**src/rtl/mips_cpu_pkg.sv**
```systemverilog
`timescale 1ns/1ps
`default_nettype none
// ============================================================================
// Module      : mips_cpu_pkg
// Description : Shared types for the five-stage MIPS pipeline.
// Revision    : 1.0  initial release
// ============================================================================
package mips_cpu_pkg;

    typedef logic [31:0] word_t;
    typedef logic [63:0] double_word_t;

    typedef enum logic [4:0] {
        REG_ZERO, REG_AT, REG_V0, REG_V1, REG_A0, REG_A1, REG_A2, REG_A3,
        REG_T0,   REG_T1, REG_T2, REG_T3, REG_T4, REG_T5, REG_T6, REG_T7,
        REG_S0,   REG_S1, REG_S2, REG_S3, REG_S4, REG_S5, REG_S6, REG_S7,
        REG_T8,   REG_T9, REG_K0, REG_K1, REG_GP, REG_SP, REG_FP, REG_RA
    } reg_enum;

    typedef enum logic [3:0] {
        MEM_NONE = 4'd0,
        MEM_LB   = 4'd1,
        MEM_LBU  = 4'd2,
        MEM_LH   = 4'd3,
        MEM_LHU  = 4'd4,
        MEM_LW   = 4'd5,
        MEM_SB   = 4'd6,
        MEM_SH   = 4'd7,
        MEM_SW   = 4'd8
    } mem_op_enum;

    typedef enum logic [0:0] {
        MEM_IDLE = 1'b0,
        MEM_WAIT = 1'b1
    } mem_state_enum;

    function automatic logic is_load_op(input mem_op_enum op);
        return (op == MEM_LB) || (op == MEM_LBU) || (op == MEM_LH) ||
               (op == MEM_LHU) || (op == MEM_LW);
    endfunction

    function automatic logic is_store_op(input mem_op_enum op);
        return (op == MEM_SB) || (op == MEM_SH) || (op == MEM_SW);
    endfunction

endpackage
`default_nettype wire

```
**src/rtl/mem_align.sv**
```systemverilog
`timescale 1ns/1ps
`default_nettype none
// ============================================================================
// Module      : mem_align
// Description : Byte enables, store-data lane replication, alignment check
//               and load sign selection for one memory op.
// Revision    : 1.0  initial release
// ============================================================================
module mem_align
    import mips_cpu_pkg::*;
(
    input  mips_cpu_pkg::mem_op_enum op,
    input  logic [1:0]               offset,
    input  logic [31:0]              wdata,
    output logic [3:0]               be,
    output logic [31:0]              wdata_aligned,
    output logic                     misaligned,
    output logic                     loadsign
);

    // Decode lanes per access size; stores replicate so the memory picks lanes by be
    always_comb begin
        be            = 4'b0000;
        wdata_aligned = wdata;
        misaligned    = 1'b0;
        loadsign      = 1'b0;
        case (op)
            MEM_LB, MEM_LBU, MEM_SB: begin
                be            = 4'b0001 << offset;
                wdata_aligned = {4{wdata[7:0]}};
                loadsign      = (op == MEM_LB);
            end
            MEM_LH, MEM_LHU, MEM_SH: begin
                be            = offset[1] ? 4'b1100 : 4'b0011;
                wdata_aligned = {2{wdata[15:0]}};
                misaligned    = offset[0];
                loadsign      = (op == MEM_LH);
            end
            MEM_LW, MEM_SW: begin
                be         = 4'b1111;
                misaligned = (offset != 2'b00);
            end
            default: ;
        endcase
    end

endmodule
`default_nettype wire

```
**src/rtl/mem_stage.sv**
```systemverilog
`timescale 1ns/1ps
`default_nettype none
// ============================================================================
// Module      : mem_stage
// Description : MIPS MEM stage: data-memory request/ack handshake with
//               pipeline stall, load-data capture and MEM/WB passthrough.
// Revision    : 1.0  initial release
// ============================================================================
module mem_stage
    import mips_cpu_pkg::*;
(
    input  logic                       cpu_clk_50M,
    input  logic                       cpu_rst_n,
    input  mips_cpu_pkg::mem_op_enum   mem_i_memop,
    input  mips_cpu_pkg::word_t        mem_i_alures,
    input  mips_cpu_pkg::word_t        mem_i_wdata,
    input  logic                       mem_i_rfwe,
    input  logic                       mem_i_hilowe,
    input  logic                       mem_i_dm2rf,
    input  mips_cpu_pkg::reg_enum      mem_i_rfwa,
    input  mips_cpu_pkg::double_word_t mem_i_mulres,
    output logic                       dm_req,
    output logic                       dm_we,
    output mips_cpu_pkg::word_t        dm_addr,
    output logic [3:0]                 dm_be,
    output mips_cpu_pkg::word_t        dm_wdata,
    input  logic                       dm_ack,
    input  mips_cpu_pkg::word_t        dm_rdata,
    output logic                       mem_stall_req,
    output logic                       mem_o_rfwe,
    output logic                       mem_o_hilowe,
    output logic                       mem_o_dm2rf,
    output mips_cpu_pkg::reg_enum      mem_o_rfwa,
    output mips_cpu_pkg::double_word_t mem_o_mulres,
    output mips_cpu_pkg::word_t        mem_o_alures,
    output logic [3:0]                 mem_o_bytesel,
    output logic                       mem_o_loadsign,
    output mips_cpu_pkg::word_t        mem_o_dmdout,
    output logic                       mem_o_adel,
    output logic                       mem_o_ades
);

    mem_state_enum state;
    mem_state_enum state_next;
    word_t         rdata_q;

    logic [3:0]    align_be;
    word_t         align_wdata;
    logic          misaligned;
    logic          loadsign;
    logic          is_load;
    logic          is_store;
    logic          valid_op;
    logic          completes;

    mem_align u_align (
        .op            (mem_i_memop),
        .offset        (mem_i_alures[1:0]),
        .wdata         (mem_i_wdata),
        .be            (align_be),
        .wdata_aligned (align_wdata),
        .misaligned    (misaligned),
        .loadsign      (loadsign)
    );

    // Request decode; reset gates everything so an asserted reset drops the request at once
    always_comb begin
        is_load       = is_load_op(mem_i_memop);
        is_store      = is_store_op(mem_i_memop);
        valid_op      = cpu_rst_n && (is_load || is_store) && !misaligned;
        dm_req        = valid_op;
        dm_we         = valid_op && is_store;
        dm_addr       = {mem_i_alures[31:2], 2'b00};
        dm_be         = valid_op ? align_be : 4'b0000;
        dm_wdata      = align_wdata;
        completes     = valid_op && dm_ack;
        mem_stall_req = valid_op && !dm_ack;
    end

    // Next-state: wait until the outstanding request is acknowledged
    always_comb begin
        state_next = state;
        case (state)
            MEM_IDLE: if (dm_req && !dm_ack) state_next = MEM_WAIT;
            MEM_WAIT: if (dm_ack || !dm_req) state_next = MEM_IDLE;
            default:  state_next = MEM_IDLE;
        endcase
    end

    // Handshake state and load-data capture on completion
    always_ff @(posedge cpu_clk_50M or negedge cpu_rst_n) begin
        if (!cpu_rst_n) begin
            state   <= MEM_IDLE;
            rdata_q <= '0;
        end else begin
            state <= state_next;
            if (completes && is_load) begin
                rdata_q <= dm_rdata;
            end
        end
    end

    // MEM/WB passthrough; controls become a bubble while stalled or in reset
    always_comb begin
        mem_o_rfwe     = cpu_rst_n && mem_i_rfwe && !misaligned && !mem_stall_req;
        mem_o_hilowe   = cpu_rst_n && mem_i_hilowe && !mem_stall_req;
        mem_o_dm2rf    = cpu_rst_n && mem_i_dm2rf && !mem_stall_req;
        mem_o_rfwa     = cpu_rst_n ? mem_i_rfwa : REG_ZERO;
        mem_o_mulres   = cpu_rst_n ? mem_i_mulres : '0;
        mem_o_alures   = cpu_rst_n ? mem_i_alures : '0;
        mem_o_bytesel  = is_load ? dm_be : 4'b0000;
        mem_o_loadsign = cpu_rst_n && loadsign && is_load;
        mem_o_dmdout   = rdata_q;
        mem_o_adel     = cpu_rst_n && is_load && misaligned;
        mem_o_ades     = cpu_rst_n && is_store && misaligned;
    end

endmodule
`default_nettype wire

```
**config.mk**
```make
export PLATFORM = sky130hd
export DESIGN_NAME = mem_stage
export DESIGN_NICKNAME = d
export VERILOG_FILES = /design/src/rtl/mips_cpu_pkg.sv /design/src/rtl/mem_align.sv /design/src/rtl/mem_stage.sv
export SDC_FILE = /design/constraint.sdc
export NUM_CORES = 1
export LEC_CHECK = 0
export ABC_AREA = 1
export CAP_MARGIN = 10
export CELL_PAD_IN_SITES_DETAIL_PLACEMENT = 0
export CELL_PAD_IN_SITES_GLOBAL_PLACEMENT = 1
export CORE_ASPECT_RATIO = 0.8
export CORE_MARGIN = 4
export CORE_UTILIZATION = 15
export CTS_CLUSTER_SIZE = 12
export DETAILED_ROUTE_END_ITERATION = 10
export GPL_ROUTABILITY_DRIVEN = 0
export HOLD_SLACK_MARGIN = 0.08
export PLACE_DENSITY_LB_ADDON = 0.1
export SLEW_MARGIN = 10
export SYNTH_ARGS = -nofsm -noshare
export SYNTH_HDL_FRONTEND = slang
export SYNTH_SLANG_ARGS = --single-unit
```
**constraint.sdc**
```tcl
create_clock -name cpu_clk_50M -period 1.6 [get_ports cpu_clk_50M]
set_input_delay 0.24 -clock cpu_clk_50M [delete_from_list [all_inputs] [get_ports cpu_clk_50M]]
set_output_delay 0.24 -clock cpu_clk_50M [all_outputs]
set_load 0.01 [all_outputs]
```
Yosys cells after proc, flatten, opt, wreduce, memory -nomap -nowiden
Index checks and enable logic that the tools add are counted.
{"block": "classes", "n_eq_ne": 8, "shift": 1, "mux": 10, "reduce_logical": 33}
{"cell": "$mux 64", "n": 1}
{"cell": "$pmux 32 s2", "n": 1}
{"cell": "$mux 32", "n": 1}
{"cell": "$logic_and 1x1->1", "n": 19}
{"cell": "$eq 4x3->1 const B", "n": 4}
{"cell": "$mux 4", "n": 3}
{"cell": "$pmux 4 s3", "n": 1}
{"cell": "$eq 4x2->1 const B", "n": 2}
{"cell": "$logic_or 1x1->1", "n": 7}
{"cell": "$reduce_or 3->1", "n": 2}
{"cell": "$mux 5", "n": 1}
{"cell": "$eq 4x1->1 const B", "n": 1}
{"cell": "$eq 4x4->1 const B", "n": 1}
{"cell": "$pmux 1 s2", "n": 2}
{"cell": "$shl 1x2->4 const A", "n": 1}
{"cell": "$logic_not 1->1", "n": 3}
{"cell": "$reduce_bool 2->1", "n": 1}
{"cell": "$reduce_or 2->1", "n": 1}
{"block": "word_totals", "ff_bits": 32, "input_bits": 175, "out_inout_bits": 214, "wordCells": 53}

Logic depth before layout (Yosys ltp)
{"block": "logic_depth", "ltp_word": 11, "mapped_depth": 11}

Cells and area by module
From an unflattened synthesis, not the netlist that was laid out.
{"block": "hier_totals", "hier_cells": 568, "area_unflattened_um2": 3131.8}
{"mod": "mem_stage", "n_inst": 1, "cells_each": 427, "area_per_inst_um2": 2519.9, "seq_area_each_um2": 800.8}
{"mod": "mem_align", "n_inst": 1, "cells_each": 141, "area_per_inst_um2": 611.8, "seq_area_each_um2": 0.0}

Worst setup path after synthesis
OpenSTA, ideal clock, no wires.
{"block": "synth_path", "path_kind": "input to output", "startpoint": "in cpu_rst_n", "endpoint": "out mem_o_alures[11]", "arrival_time_ns": 1.156, "required_time_ns": 1.360, "setup_slack_ns": 0.204, "cell_stages": 5, "n_path_buf": 3, "cell_sequence": "clkbuf_1 > clkbuf_1 > buf_1 > nand2_1 > inv_1"}
{"block": "synth_via", "elab_chain_len": 1}
{"element": "start: declaration", "line": "mem_stage.sv:13", "source": "input logic cpu_rst_n,"}
{"element": "$mux 32", "line": "mem_stage.sv:110", "source": "mem_o_alures = cpu_rst_n ? mem_i_alures : '0;"}
{"element": "end: declaration", "line": "mem_stage.sv:35", "source": "output mips_cpu_pkg::word_t mem_o_alures,"}
No other way between the ends.

Worst setup path after layout
{"block": "layout_path", "startpoint": "in cpu_rst_n", "endpoint": "out mem_o_mulres[3]"}
{"block": "layout_via", "elab_chain_len": 1}
{"element": "$mux 64", "line": "mem_stage.sv:109", "source": "mem_o_mulres = cpu_rst_n ? mem_i_mulres : '0;"}
{"element": "end: declaration", "line": "mem_stage.sv:34", "source": "output mips_cpu_pkg::double_word_t mem_o_mulres,"}
No other way between the ends.

==> metrics.cfg <==
[cts]
clockBufferDepth = 2
htreeDepth = 2
clock-root-buffer = clkbuf_16
clk_latency_ps = 280
path_clk_slew_ps = 50
clock-sinks = 32
numCtsBuffers = 5
cts_tree = built

[sta]
setup_violations = 1
fin_crit_sh_pct = 101
clock-skew-final_ps = 0
post-route-min-period_ps = 1610
fmax_ghz = 0.620
final.setup.worst_slack_ps = -13.6
rsz0062_at_grt = true
slew_violations = 0
final_hold_viol_count = 0

[synth]
yosysWarnings = 0
synth_commonest_cells = nand2_1, inv_1, buf_4
synth-main-ff-cell = dfrtp_1
seq_area_frac_synth_pct = 25.2
async_flop_share_pct = 100
yosysTopAreaCellShare_pct = 28.9
synth_most_common_cell = nand2_1
synth.distinct_cells = 23
ys_seq_elements = 32
yosys.area.top_type = nand2_1
syn_avg_cell_area_sq_um = 5.63
synth_edf_count = 0
synthCells = 565
ys_top_cells_by_area = nand2_1, dfrtp_1, inv_1
netlist_area_sq_um = 3180

[floorplanning]
num_rows = 47
die_area_sq_um = 23600
io_pins = 389
core_sq_um = 20800
die_h_um = 138
chipWidth_um = 171
initial_core_util_pct = 15.3

[global_route]
grtUsageTotal_pct = 14.7
met1_usage_pct = 15.9
antenna_found_initial = 2
use_met2_pct = 27.7
grt_pass1_vias = 4545
grt_overflow = 0
grt-busiest-layer = met2
grt_max_degree = 33
use_met3_pct = 5.62
grt_pass1_wl_um = 27200

[hold_path]
min_path_type = input pin to async pin

[worst_setup_path]
cp_slowest_cell = clkdlybuf4s50_1
cpMostUsedCell = buf_4
crit_path_end_kind = primary output
r2r_start = mem_o_dmdout[10]
r2r_slack_ps = 990
worst_setup_path_start_kind = input pin
r2r_end = mem_o_dmdout[10]
crit_family = buffers and inverters
path_buf_inv = 5
reg2reg_depth = 2
crit_cells = 6
required_ps = 1360
path_cells = buf_4 -> buf_4 -> buf_12 -> nand2_1 -> inv_1 -> clkdlybuf4s50_1
worstPathArrival_ps = 1370
critical_path_class = input pin to primary output
slowest_delay_ps = 530
worstPathMaxFanout = 22

[final_layout]
largest_register_ffs = 32
area_growth_pct = 140
n_fill_cell = 2271
nets = 1115
final_core_util_pct = 36.8
layout-drive-gt1-share_pct = 16.0

[place]
place_ws_ps = -1060
portBuffers = 386
dp.final_hpwl_um = 15600

[routing]
via_count = 4480
post_drt_wl_per_cell_um = 15.4
drt-vias-per-instance = 3.70
ant_nets = 0
drc = 0
drt-pass1-iter-count = 4
drtIter0Drc = 152
totalWireLength_um = 18600

[run_status]
outcome = finished, violations left
violations = negative setup slack

[pwr]
powerDensity_nw_per_um2 = 643
ir_drop_mv = 0.540
leakage_nw = 4.61

[flow_run]
max-cap-violations = 0

[final cells by class]
class	instances	area (sq um)	area share, %
timing repair buffer	437	4230	55.4
tap	269	337	4.41
clock inverter	2	35.0	0.459
clock buffer	6	129	1.69
sequential	32	801	10.5
inverter	137	537	7.03
antenna	1	2.50	0.0328
multi-input combinational	327	1570	20.5
[metal layers]
| metal | part of all wire [%] | vias up |
|---|---|---|
| li1 | - | 2363 |
| met3 | 9.8 | 14 |
| met4 | 1.1 | 2 |
| met1 | 37 | 1918 |
| met5 | 0.070 | - |
| met2 | 52 | 183 |
[how the worst max path moves through the flow]
stage                         from               end  slack [ps]
floorplan                cpu_rst_n  mem_o_alures[11]         200
global placement    mem_i_memop[3]  mem_o_bytesel[0]       -1070
detailed placement  mem_i_memop[3]  mem_o_bytesel[0]       -1060
CTS                 mem_i_memop[2]  mem_o_bytesel[0]         -60
global route        mem_i_memop[3]       mem_o_dm2rf         -90
finish                   cpu_rst_n   mem_o_mulres[3]         -10
[where the power goes]
group | internal, mW | switching, mW
Clock | 0.732 | 0.362
Combinational | 1.47 | 1.13
Sequential | 1.07 | 0.139
[cells by family (layout without fill, tap and decap cells)]
group	after synthesis	in the layout	share of synthesized area, %
simple gates	312	312	41.2
buf+inv	207	582	31.0
other cells	1	3	0.118
compound gates	13	13	2.52
flops	32	32	25.2
[cells in the final DEF, fill, tap and decap left out, types with 3 or more instances in the layout]
cell	synthesis	layout
nand2_4	0	3
dlygate4sd2_1	0	75
nand2_1	245	236
dfrtp_1	32	32
o21ai_1	7	7
nand4_1	32	32
inv_2	6	7
nand2_2	3	8
buf_2	14	31
a22o_1	4	4
clkdlybuf4s50_1	0	251
buf_12	0	8
nor2_1	15	9
inv_1	131	125
dlymetal6s2s_1	0	14
nor2_4	1	5
clkdlybuf4s15_2	0	3
nand3_2	1	10
buf_4	43	33
clkbuf_16	0	7
nor2_2	1	3
buf_6	4	16
buf_8	0	3
[what timing repair did]
action / 4_1_cts / 5_1_grt
hold buffers: 1 / 0
pin swaps: 29 / 8
cloned: 1 / 2
endpoints found under the setup margin: 159 / 101
hold endpoints to repair: 29 / 0
buffers inserted: 2 / 0
resized for setup: 316 / 42
[worst min-delay path: cells and delay by family]
family | cells | cell delay (ps)
buffers and inverters | 3 | 450
[per-stage QoR]
step | hold slack [ps] | area (sq um) | power [mW] | cells | setup TNS, ps
6_report | 98.0 | 7630 | 4.90 | 1211 | -13.6
2_1_floorplan | -55.6 | 3190 | 2.13 | 566 | 0
3_3_place_gp | 236 | 7330 | 3.91 | 1196 | -73940
5_1_grt | 107 | 7630 | 5.25 | 1211 | -2610
4_1_cts | 92.3 | 7440 | 4.95 | 1208 | -717
3_5_place_dp | 234 | 7330 | 3.90 | 1196 | -73240
No activity file was read; power rests on OpenSTA's default activity.
